### src/rtl/status_tx_pkg.sv
// Shared types and constants for the status display transmitter:
// FSM state encoding and the active-low 7-segment glyph table.
package status_tx_pkg;

  typedef enum logic [1:0] {
    IDLE  = 2'd0,
    SHIFT = 2'd1,
    LATCH = 2'd2
  } state_t;

  // Index n gives the {dp,g,f,e,d,c,b,a} byte for hex digit n.
  localparam logic [15:0][7:0] SEG7 = {
    8'h8E, 8'h86, 8'hA1, 8'hC6,
    8'h83, 8'h88, 8'h90, 8'h80,
    8'hF8, 8'h82, 8'h92, 8'h99,
    8'hB0, 8'hA4, 8'hF9, 8'hC0
  };

endpackage

### src/rtl/hex_to_seg7.sv
// Hex digit to active-low 7-segment byte, dp always off.
// Ports: hex (4-bit digit in), seg ({dp,g,f,e,d,c,b,a} out).
module hex_to_seg7
  import status_tx_pkg::*;
(
  input  logic [3:0] hex,
  output logic [7:0] seg
);

  assign seg = SEG7[hex];

endmodule

### src/rtl/status_tx.sv
// Serial transmitter: encodes the nibble status word to 7-seg bytes
// and shifts it MSB-first into a 74HC595-style chain, then latches.
// Ports: clk, rst (sync, active-high), data (packed nibbles),
// start (send request), busy, done (1-cycle pulse),
// ser_clk, ser_dout, ser_latch (display chain).
module status_tx
  import status_tx_pkg::*;
#(
  parameter int NIBBLES = 10,
  parameter int CLK_DIV = 4
) (
  input  logic                   clk,
  input  logic                   rst,
  input  logic [4*NIBBLES-1:0]   data,
  input  logic                   start,
  output logic                   busy,
  output logic                   done,
  output logic                   ser_clk,
  output logic                   ser_dout,
  output logic                   ser_latch
);

  localparam int BITS = 8 * NIBBLES;
  localparam int DW   = $clog2(2 * CLK_DIV);
  localparam int BW   = $clog2(BITS);

  localparam logic [DW-1:0] DIV_LAST = DW'(2 * CLK_DIV - 1);
  localparam logic [DW-1:0] DIV_HALF = DW'(CLK_DIV);
  localparam logic [DW-1:0] LAT_LAST = DW'(CLK_DIV - 1);
  localparam logic [DW-1:0] DIV_ONE  = DW'(1);
  localparam logic [BW-1:0] BIT_LAST = BW'(BITS - 1);
  localparam logic [BW-1:0] BIT_ONE  = BW'(1);

  state_t            state, state_n;
  logic [BITS-1:0]   sreg, sreg_n;
  logic [BITS-1:0]   enc;
  logic [DW-1:0]     div, div_n;
  logic [BW-1:0]     bitc, bitc_n;
  logic              pending, pend_n;
  logic              done_q, done_n;

  // Digit NIBBLES-1 lands in the top byte so it leaves first.
  for (genvar i = 0; i < NIBBLES; i++) begin : g_enc
    hex_to_seg7 u_seg (
      .hex (data[4*i +: 4]),
      .seg (enc[8*i +: 8])
    );
  end

  always_ff @(posedge clk) begin
    if (rst) begin
      state   <= IDLE;
      sreg    <= '0;
      div     <= '0;
      bitc    <= '0;
      pending <= 1'b0;
      done_q  <= 1'b0;
    end else begin
      state   <= state_n;
      sreg    <= sreg_n;
      div     <= div_n;
      bitc    <= bitc_n;
      pending <= pend_n;
      done_q  <= done_n;
    end
  end

  always_comb begin
    state_n = state;
    sreg_n  = sreg;
    div_n   = div;
    bitc_n  = bitc;
    pend_n  = pending;
    done_n  = 1'b0;
    unique case (state)
      IDLE: begin
        if (start | pending) begin
          sreg_n  = enc;
          pend_n  = 1'b0;
          div_n   = '0;
          bitc_n  = '0;
          state_n = SHIFT;
        end
      end
      SHIFT: begin
        if (start) pend_n = 1'b1;
        if (div == DIV_LAST) begin
          // Shift on the falling ser_clk edge: data is
          // stable across the whole high phase.
          sreg_n = {sreg[BITS-2:0], 1'b0};
          div_n  = '0;
          bitc_n = bitc + BIT_ONE;
          if (bitc == BIT_LAST) state_n = LATCH;
        end else begin
          div_n = div + DIV_ONE;
        end
      end
      LATCH: begin
        if (start) pend_n = 1'b1;
        if (div == LAT_LAST) begin
          div_n   = '0;
          state_n = IDLE;
          done_n  = 1'b1;
        end else begin
          div_n = div + DIV_ONE;
        end
      end
      default: state_n = IDLE;
    endcase
  end

  assign busy      = (state != IDLE);
  assign done      = done_q;
  assign ser_clk   = (state == SHIFT) && (div >= DIV_HALF);
  assign ser_dout  = (state == SHIFT) && sreg[BITS-1];
  assign ser_latch = (state == LATCH);

endmodule

### config.mk
export PLATFORM = sky130hd
export DESIGN_NAME = status_tx
export DESIGN_NICKNAME = d
export VERILOG_FILES = /design/src/rtl/status_tx_pkg.sv /design/src/rtl/hex_to_seg7.sv /design/src/rtl/status_tx.sv
export SDC_FILE = /design/constraint.sdc
export NUM_CORES = 1
export LEC_CHECK = 0
export ABC_AREA = 1
export BUFFER_PORTS_ARGS = -buffer_cell sky130_fd_sc_hd__clkbuf_2
export CAP_MARGIN = 25
export CORE_UTILIZATION = 53
export DETAILED_ROUTE_END_ITERATION = 8
export PLACE_DENSITY_LB_ADDON = 0.15
export SLEW_MARGIN = 5
export SYNTH_ARGS = -nofsm -noshare
export SYNTH_HDL_FRONTEND = slang
export SYNTH_SLANG_ARGS = --single-unit
### constraint.sdc
create_clock -name clk -period 3.9 [get_ports clk]
set_clock_uncertainty 0.1 [all_clocks]
set_input_delay 0 -clock clk [delete_from_list [all_inputs] [get_ports clk]]
set_output_delay 0 -clock clk [all_outputs]
set_load 0.1 [all_outputs]
# --- Word level (Yosys, flattened, before mapping) ---
# Memories as Yosys holds them, arrays and structs flattened.
# Index checks and enable logic that the tools add are counted.
totals:
  reg_bits: 94
  romBits: 1280
  inputBits: 43
  out_inout_bits: 5
  wordCells: 83
  memories: 10
mem_list:
  columns: ["memory", "depth", "width", "rd", "rd_ports_with_merged_regs", "write_ports", "line", "text"]
  rows:
  - ["(name not given)", 16, 8, 1, 0, 0, "hex_to_seg7.sv:10", "assign seg = SEG7[hex];"]
  - ["(name not given)", 16, 8, 1, 0, 0, "hex_to_seg7.sv:10", null]
  - ["(name not given)", 16, 8, 1, 0, 0, "hex_to_seg7.sv:10", null]
  - ["(name not given)", 16, 8, 1, 0, 0, "hex_to_seg7.sv:10", null]
  - ["(name not given)", 16, 8, 1, 0, 0, "hex_to_seg7.sv:10", null]
  - ["(name not given)", 16, 8, 1, 0, 0, "hex_to_seg7.sv:10", null]
  - ["4 more memories", null, null, null, null, null, null, null]
classes:
  addsub: 2
  order_cmp: 11
  n_eq_ne: 10
  mux: 29
  bitwise_logic: 2
  n_reduce_logical: 13
ops:
  columns: ["cell", "n"]
  rows:
  - ["80-bit two-way mux", 2]
  - ["80-bit one-hot mux with 2 select lines", 1]
  - ["8-bit two-way mux", 10]
  - ["4-bit by 5-bit < comparator with 1-bit output, second input constant", 10]
  - ["7-bit two-way mux", 2]
  - ["7-bit one-hot mux with 2 select lines", 1]
  - ["3-bit two-way mux", 3]
  - ["3-bit one-hot mux with 3 select lines", 1]
  - ["2-bit two-way mux", 4]
  - ["7-bit by 1-bit adder with 7-bit output, second input constant", 1]
  - ["7-bit equality test, second input constant", 1]
  - ["2-bit inequality test, second input constant", 3]
  - ["2-bit one-hot mux with 3 select lines", 1]
  - ["3-bit AND reduction", 2]
  - ["2-bit nonzero test", 3]
  - ["2-bit by 1-bit inequality test with 1-bit output, second input constant", 2]
  - ["4-bit AND reduction", 1]
  - ["2-bit OR reduction", 2]
  - ["3-bit by 1-bit adder with 3-bit output, second input constant", 1]
  - ["3-bit by 2-bit equality test with 1-bit output, second input constant", 1]
  - ["3-bit equality test, second input constant", 1]
  - ["3-bit >= comparator, second input constant", 1]
  - ["1-bit two-way mux", 3]
  - ["3-bit nonzero test", 1]
  - ["other kinds (8)", 9]

# --- Depth between registers and ports, before layout ---
depth:
  ltp_word: 4
  depth_mapped: 12
  ltp_nobuf: 10

# --- Modules after synthesis ---
# From an unflattened synthesis, not the netlist that was laid out.
hier_totals:
  cells_unflattened: 1155
  area_unflattened_um2: 7359.6
by_module_without_submodules:
  columns: ["mod", "n_inst", "cells_per_inst", "area_per_inst_um2", "seq_area_each_um2"]
  rows:
  - ["status_tx", 1, 645, 4506.8, 1881.8]
  - ["hex_to_seg7", 10, 51, 285.3, 0.0]

# --- Least setup slack after synthesis ---
# No wires, ideal clock.
synth_path:
  kind: "register -> register"
  from: "register state[0]"
  to: "register bitc[0]"
  setup_time_ns: 0.070
  arrival_ns: 1.815
  required_ns: 3.730
  path_slack_ns: 1.915
  stages_incl_launch_ff: 10
  n_path_buf: 0
  synth_period_minus_slack_ns: 1.985
  cell_sequence: "dfxtp_1 inv_1 ha_1 inv_1 nor2_1 nand2_1 nand2_1 inv_1 o21ai_0 a21oi_1"
synth_via:
  elab_chain_len: 3
  word_cells_on_any_way: 7
  cone_classes: "eq/ne: 3; mux: 1; reduce/logical: 3"
synth_rtl:
  columns: ["item", "line", "text"]
  rows:
  - ["from (decl)", "status_tx.sv:34", "state_t state, state_n;"]
  - ["from (signal assigned)", "status_tx.sv:59", "state <= state_n;"]
  - ["2-bit by 1-bit equality test with 1-bit output / 2-bit logical NOT (equally long branches)", "status_tx.sv:75", "unique case (state)"]
  - ["2-bit inequality test (no source line) / 2-bit nonzero test (equally long branches)", null, null]
  - ["3-bit AND reduction (no source line)", null, null]
  - ["to (signal assigned)", "status_tx.sv:62", "bitc <= bitc_n;"]
  - ["to (decl)", "status_tx.sv:38", "logic [BW-1:0] bitc, bitc_n;"]
# Parallel ways exist; a longest one is shown, timed or not.
# A chain may end at the register's enable or synchronous reset.

# --- Worst setup path after layout ---
layout_path:
  from: "register state[1]"
  to: "register sreg[70]"
layout_via:
  elab_chain_len: 3
  word_cells_on_any_way: 7
  cone_classes: "eq/ne: 3; mux: 1; reduce/logical: 3"
layout_rtl:
  columns: ["item", "line", "text"]
  rows:
  - ["2-bit by 1-bit equality test with 1-bit output / 2-bit logical NOT (equally long branches)", "status_tx.sv:75", null]
  - ["2-bit inequality test (no source line) / 2-bit nonzero test (equally long branches)", null, null]
  - ["3-bit AND reduction (no source line)", null, null]
  - ["to (signal assigned)", "status_tx.sv:60", "sreg <= sreg_n;"]
  - ["to (decl)", "status_tx.sv:35", "logic [BITS-1:0] sreg, sreg_n;"]
# Parallel ways exist; a longest one is shown, timed or not.

==> flow_metrics.env <==
export IMPL_synthCells=968
export IMPL_first_pass_iters=5
export IMPL_r2r_start="state[1]"
export IMPL_cp_required_ns=4.03
export IMPL_hpwl_um=8960
export IMPL_hold_slack_ns=-0.00177
export IMPL_nNetsFinal=1118
export IMPL_insertion_delay_ns=0.34
export IMPL_worstSetupPathType="flop to flop"
export IMPL_crit_fanout=76
export IMPL_drt_iter0_drc=519
export IMPL_critPathLaunchType="flop"
export IMPL_grt_usage_pct=22.1
export IMPL_num_rows=39
export IMPL_end_kind="flop"
export IMPL_status="finished, violations left"
export IMPL_finalCritPeriodShare_pct=62.6
export IMPL_clockRootBuffer="clkbuf_16"
export IMPL_crit_top_cell="a21oi_1"
export IMPL_p_sw_share_pct=41.7
export IMPL_cts_buffers_inserted=9
export IMPL_dieArea_um2=12700
export IMPL_finalCriticalPeriod_ns=2.44
export IMPL_ir_drop_mv=0.333
export IMPL_syn_nets=1088
export IMPL_grt_pass1_vias=5402
export IMPL_fin_util_pct=62.0
export IMPL_wl_per_cell_um=11.9
export IMPL_ys_async_sr_fraction_pct=0
export IMPL_power_per_cell_area_nw_per_um2=563
export IMPL_ant_nets=0
export IMPL_syn_to_final_growth_pct=11.7
export IMPL_place_ws_ns=1.72
export IMPL_busiest_layer="met2"
export IMPL_cts_sinks=94
export IMPL_dieHeight_um=113
export IMPL_vias=6113
export IMPL_finalWirelength_um=13600
export IMPL_setup_tns_ns=0
export IMPL_crit_chain="inv_1 > ha_4 > buf_4 > a21oi_1 > nand2_1 > dlygate4sd3_1 > a21oi_1"
export IMPL_slew_headroom_pct=48.0
export IMPL_final_hold_violation_count=1
export IMPL_fin_ws_ns=1.46
export IMPL_yosysSeqAreaShare_pct=29.1
export IMPL_ioPinCount=48
export IMPL_htree_levels=3
export IMPL_synth_area_um2=6470
export IMPL_hold_depth=4
export IMPL_violations="negative hold slack"
export IMPL_rsz0062_at_grt="no"
export IMPL_cts_tree="done"
export IMPL_hp_start="data[13]"
export IMPL_synth_cell_types=28
export IMPL_dominantRegCellSynth="dfxtp_1"
export IMPL_drc=0
export IMPL_gp_congestion=0.811
export IMPL_cap_violations=0
export IMPL_p_leak_nw=3.52
export IMPL_critPathSlowestCell="buf_4"
export IMPL_hp_class="input port to flop"
export IMPL_start_util_pct=55.5
export IMPL_grt_max_degree=77
export IMPL_gr_total_overflow=0
export IMPL_antenna_cells=0
export IMPL_met1_usage_pct=29.9
export IMPL_yosys_register_bits=94
export IMPL_max_stage_delay_ns=0.66
export IMPL_synth_warnings=0
export IMPL_worst_path_stages=7
export IMPL_comb_power_share_pct=42.7
export IMPL_power_frac_clock_pct=22.4
export IMPL_clock_path_buffers=2
export IMPL_netSwitchingPower_mw=1.70
export IMPL_r2r_cells=7
export IMPL_grt_pass1_wl_um=23700
export IMPL_placed_cell_area_um2=6730
export IMPL_power_mw=4.07
export IMPL_postCtsSetupBuffers=0
export IMPL_viasPerCell=5.33
export IMPL_die_w_um=113
export IMPL_seq_power_share_pct=34.9
export IMPL_fmax_mhz=410
export IMPL_drv_slew=0
export IMPL_coreArea_um2=11700
export IMPL_setup_violations=0
export IMPL_antenna_found_initial=0
export IMPL_max_slew_worst_pin_slew_ns=0.781
export IMPL_drive_gt1_share_pct=7.78
export IMPL_cp_arrival_ns=2.57
export IMPL_stdcell_area_um2=7230
export IMPL_io_buffer_count=47
export IMPL_synth_edf_count=0
export IMPL_grt_util_met2_pct=37.8
export IMPL_worstSetupStartpoint="state[1]"
export IMPL_syn_avg_cell_area_um2=6.69
export IMPL_clkTransAtPathRegs_ns=0.07
export IMPL_p_int_mw=2.37
export IMPL_cp_top_family="buffers and inverters"
export IMPL_gr_usage_met3_pct=3.51
export IMPL_critPathBufInv=3
[registers in the layout, indices dropped and copies added (netlist names)]
signal,count
sreg,80
bitc,7
pending,1
state,2
done,1
div,3
[through the flow]
step | std cells | hold WS (ns)
finish | 1146 | -0.00177
global route | 1146 | 0.0374
global placement | 1110 | 0.213
CTS | 1146 | 0.0000355
detailed placement | 1111 | 0.225
floorplan | 968 | 0.0609
[cell usage in the layout (no fill, tap or decap), types with 2 or more instances in the layout]
cell type      netlist  final
buf_4                3      6
dlygate4sd3_1        0     19
nor2_2               2      2
nand4_1              3      3
clkbuf_16            0      9
nand3_1             58     58
clkbuf_2             0     47
inv_2                2      3
a21oi_1            155    155
o21ai_1              6      6
o211ai_1            24     24
ha_1                77     76
clkinv_4             0      2
inv_6                0      2
a22oi_1              3      3
nor2_1              32     32
nor3_1               3      3
dfxtp_1             94     94
nand2_1            259    259
o21ai_0             98     98
inv_1               76     76
o21a_1              15     15
[worst min-delay path, cell delays in order]
cell      delay, ns
clkbuf_2       0.14
o211ai_1       0.11
nand2_1        0.08
a21oi_1        0.06
[per-layer routing]
| layer | vias up | share of wire (%) | routed length, um |
|---|---|---|---|
| met3 | 8 | 3.0 | 407 |
| met5 | - | 0 | 0 |
| met4 | 0 | 0.61 | 83 |
| met1 | 2733 | 52 | 7010 |
| met2 | 94 | 45 | 6090 |
| li1 | 3278 | - | - |
[power groups by stage]
stage	clock, mW	sequential [mW]	combinational, mW
finish	0.912	1.42	1.74
global route	0.968	1.45	2.00
CTS	0.928	1.42	1.74
detailed placement	0	1.43	1.71
global placement	0	1.43	1.69
floorplan	0	1.40	1.42
[synth_stat cells, types with 6 or more instances]
library cell | instances | area share (%)
nand2_1 | 259 | 15
o21ai_1 | 6 | 0.46
dfxtp_1 | 94 | 29
clkbuf_1 | 36 | 2.1
nand3_1 | 58 | 4.5
ha_1 | 77 | 15
inv_1 | 76 | 4.4
o21a_1 | 15 | 1.7
a21oi_1 | 155 | 12
nor2_1 | 32 | 1.9
buf_1 | 6 | 0.35
o211ai_1 | 24 | 2.8
buf_2 | 7 | 0.54
o21ai_0 | 98 | 7.6
[cell type report]
| class | count | area, um^2 |
|---|---|---|
| clock buffers | 10 | 239 |
| flip-flops and latches | 94 | 1880 |
| clock inverters | 6 | 76.3 |
| repair buffers | 73 | 490 |
| fillers | 1082 | 4430 |
| multi-input cells | 741 | 4070 |
| inverters | 79 | 297 |
| well taps | 143 | 179 |
[final timing paths]
check / to / slack, ns
min reg2reg: sreg[7] / 0.37
min: sreg[30] / -0.002
max: sreg[70] / 1.46
max reg2reg: sreg[70] / 1.46
[what timing repair did]
| action | CTS | global route |
|---|---|---|
| hold buffers | 19 | 0 |
| gates resized for setup | 0 | 0 |
| endpoints found under the hold margin | 24 | 0 |
[cell families (layout without fill, tap and decap cells)]
logic type | Yosys count | in the layout | synth area share (%)
simple gates | 360 | 360 | 22.6
buf+inv | 133 | 168 | 8.26
flops | 94 | 94 | 29.1
compound gates | 304 | 304 | 25.2
fa+ha+maj | 77 | 77 | 14.9
Power figures use the tool's default switching activity.
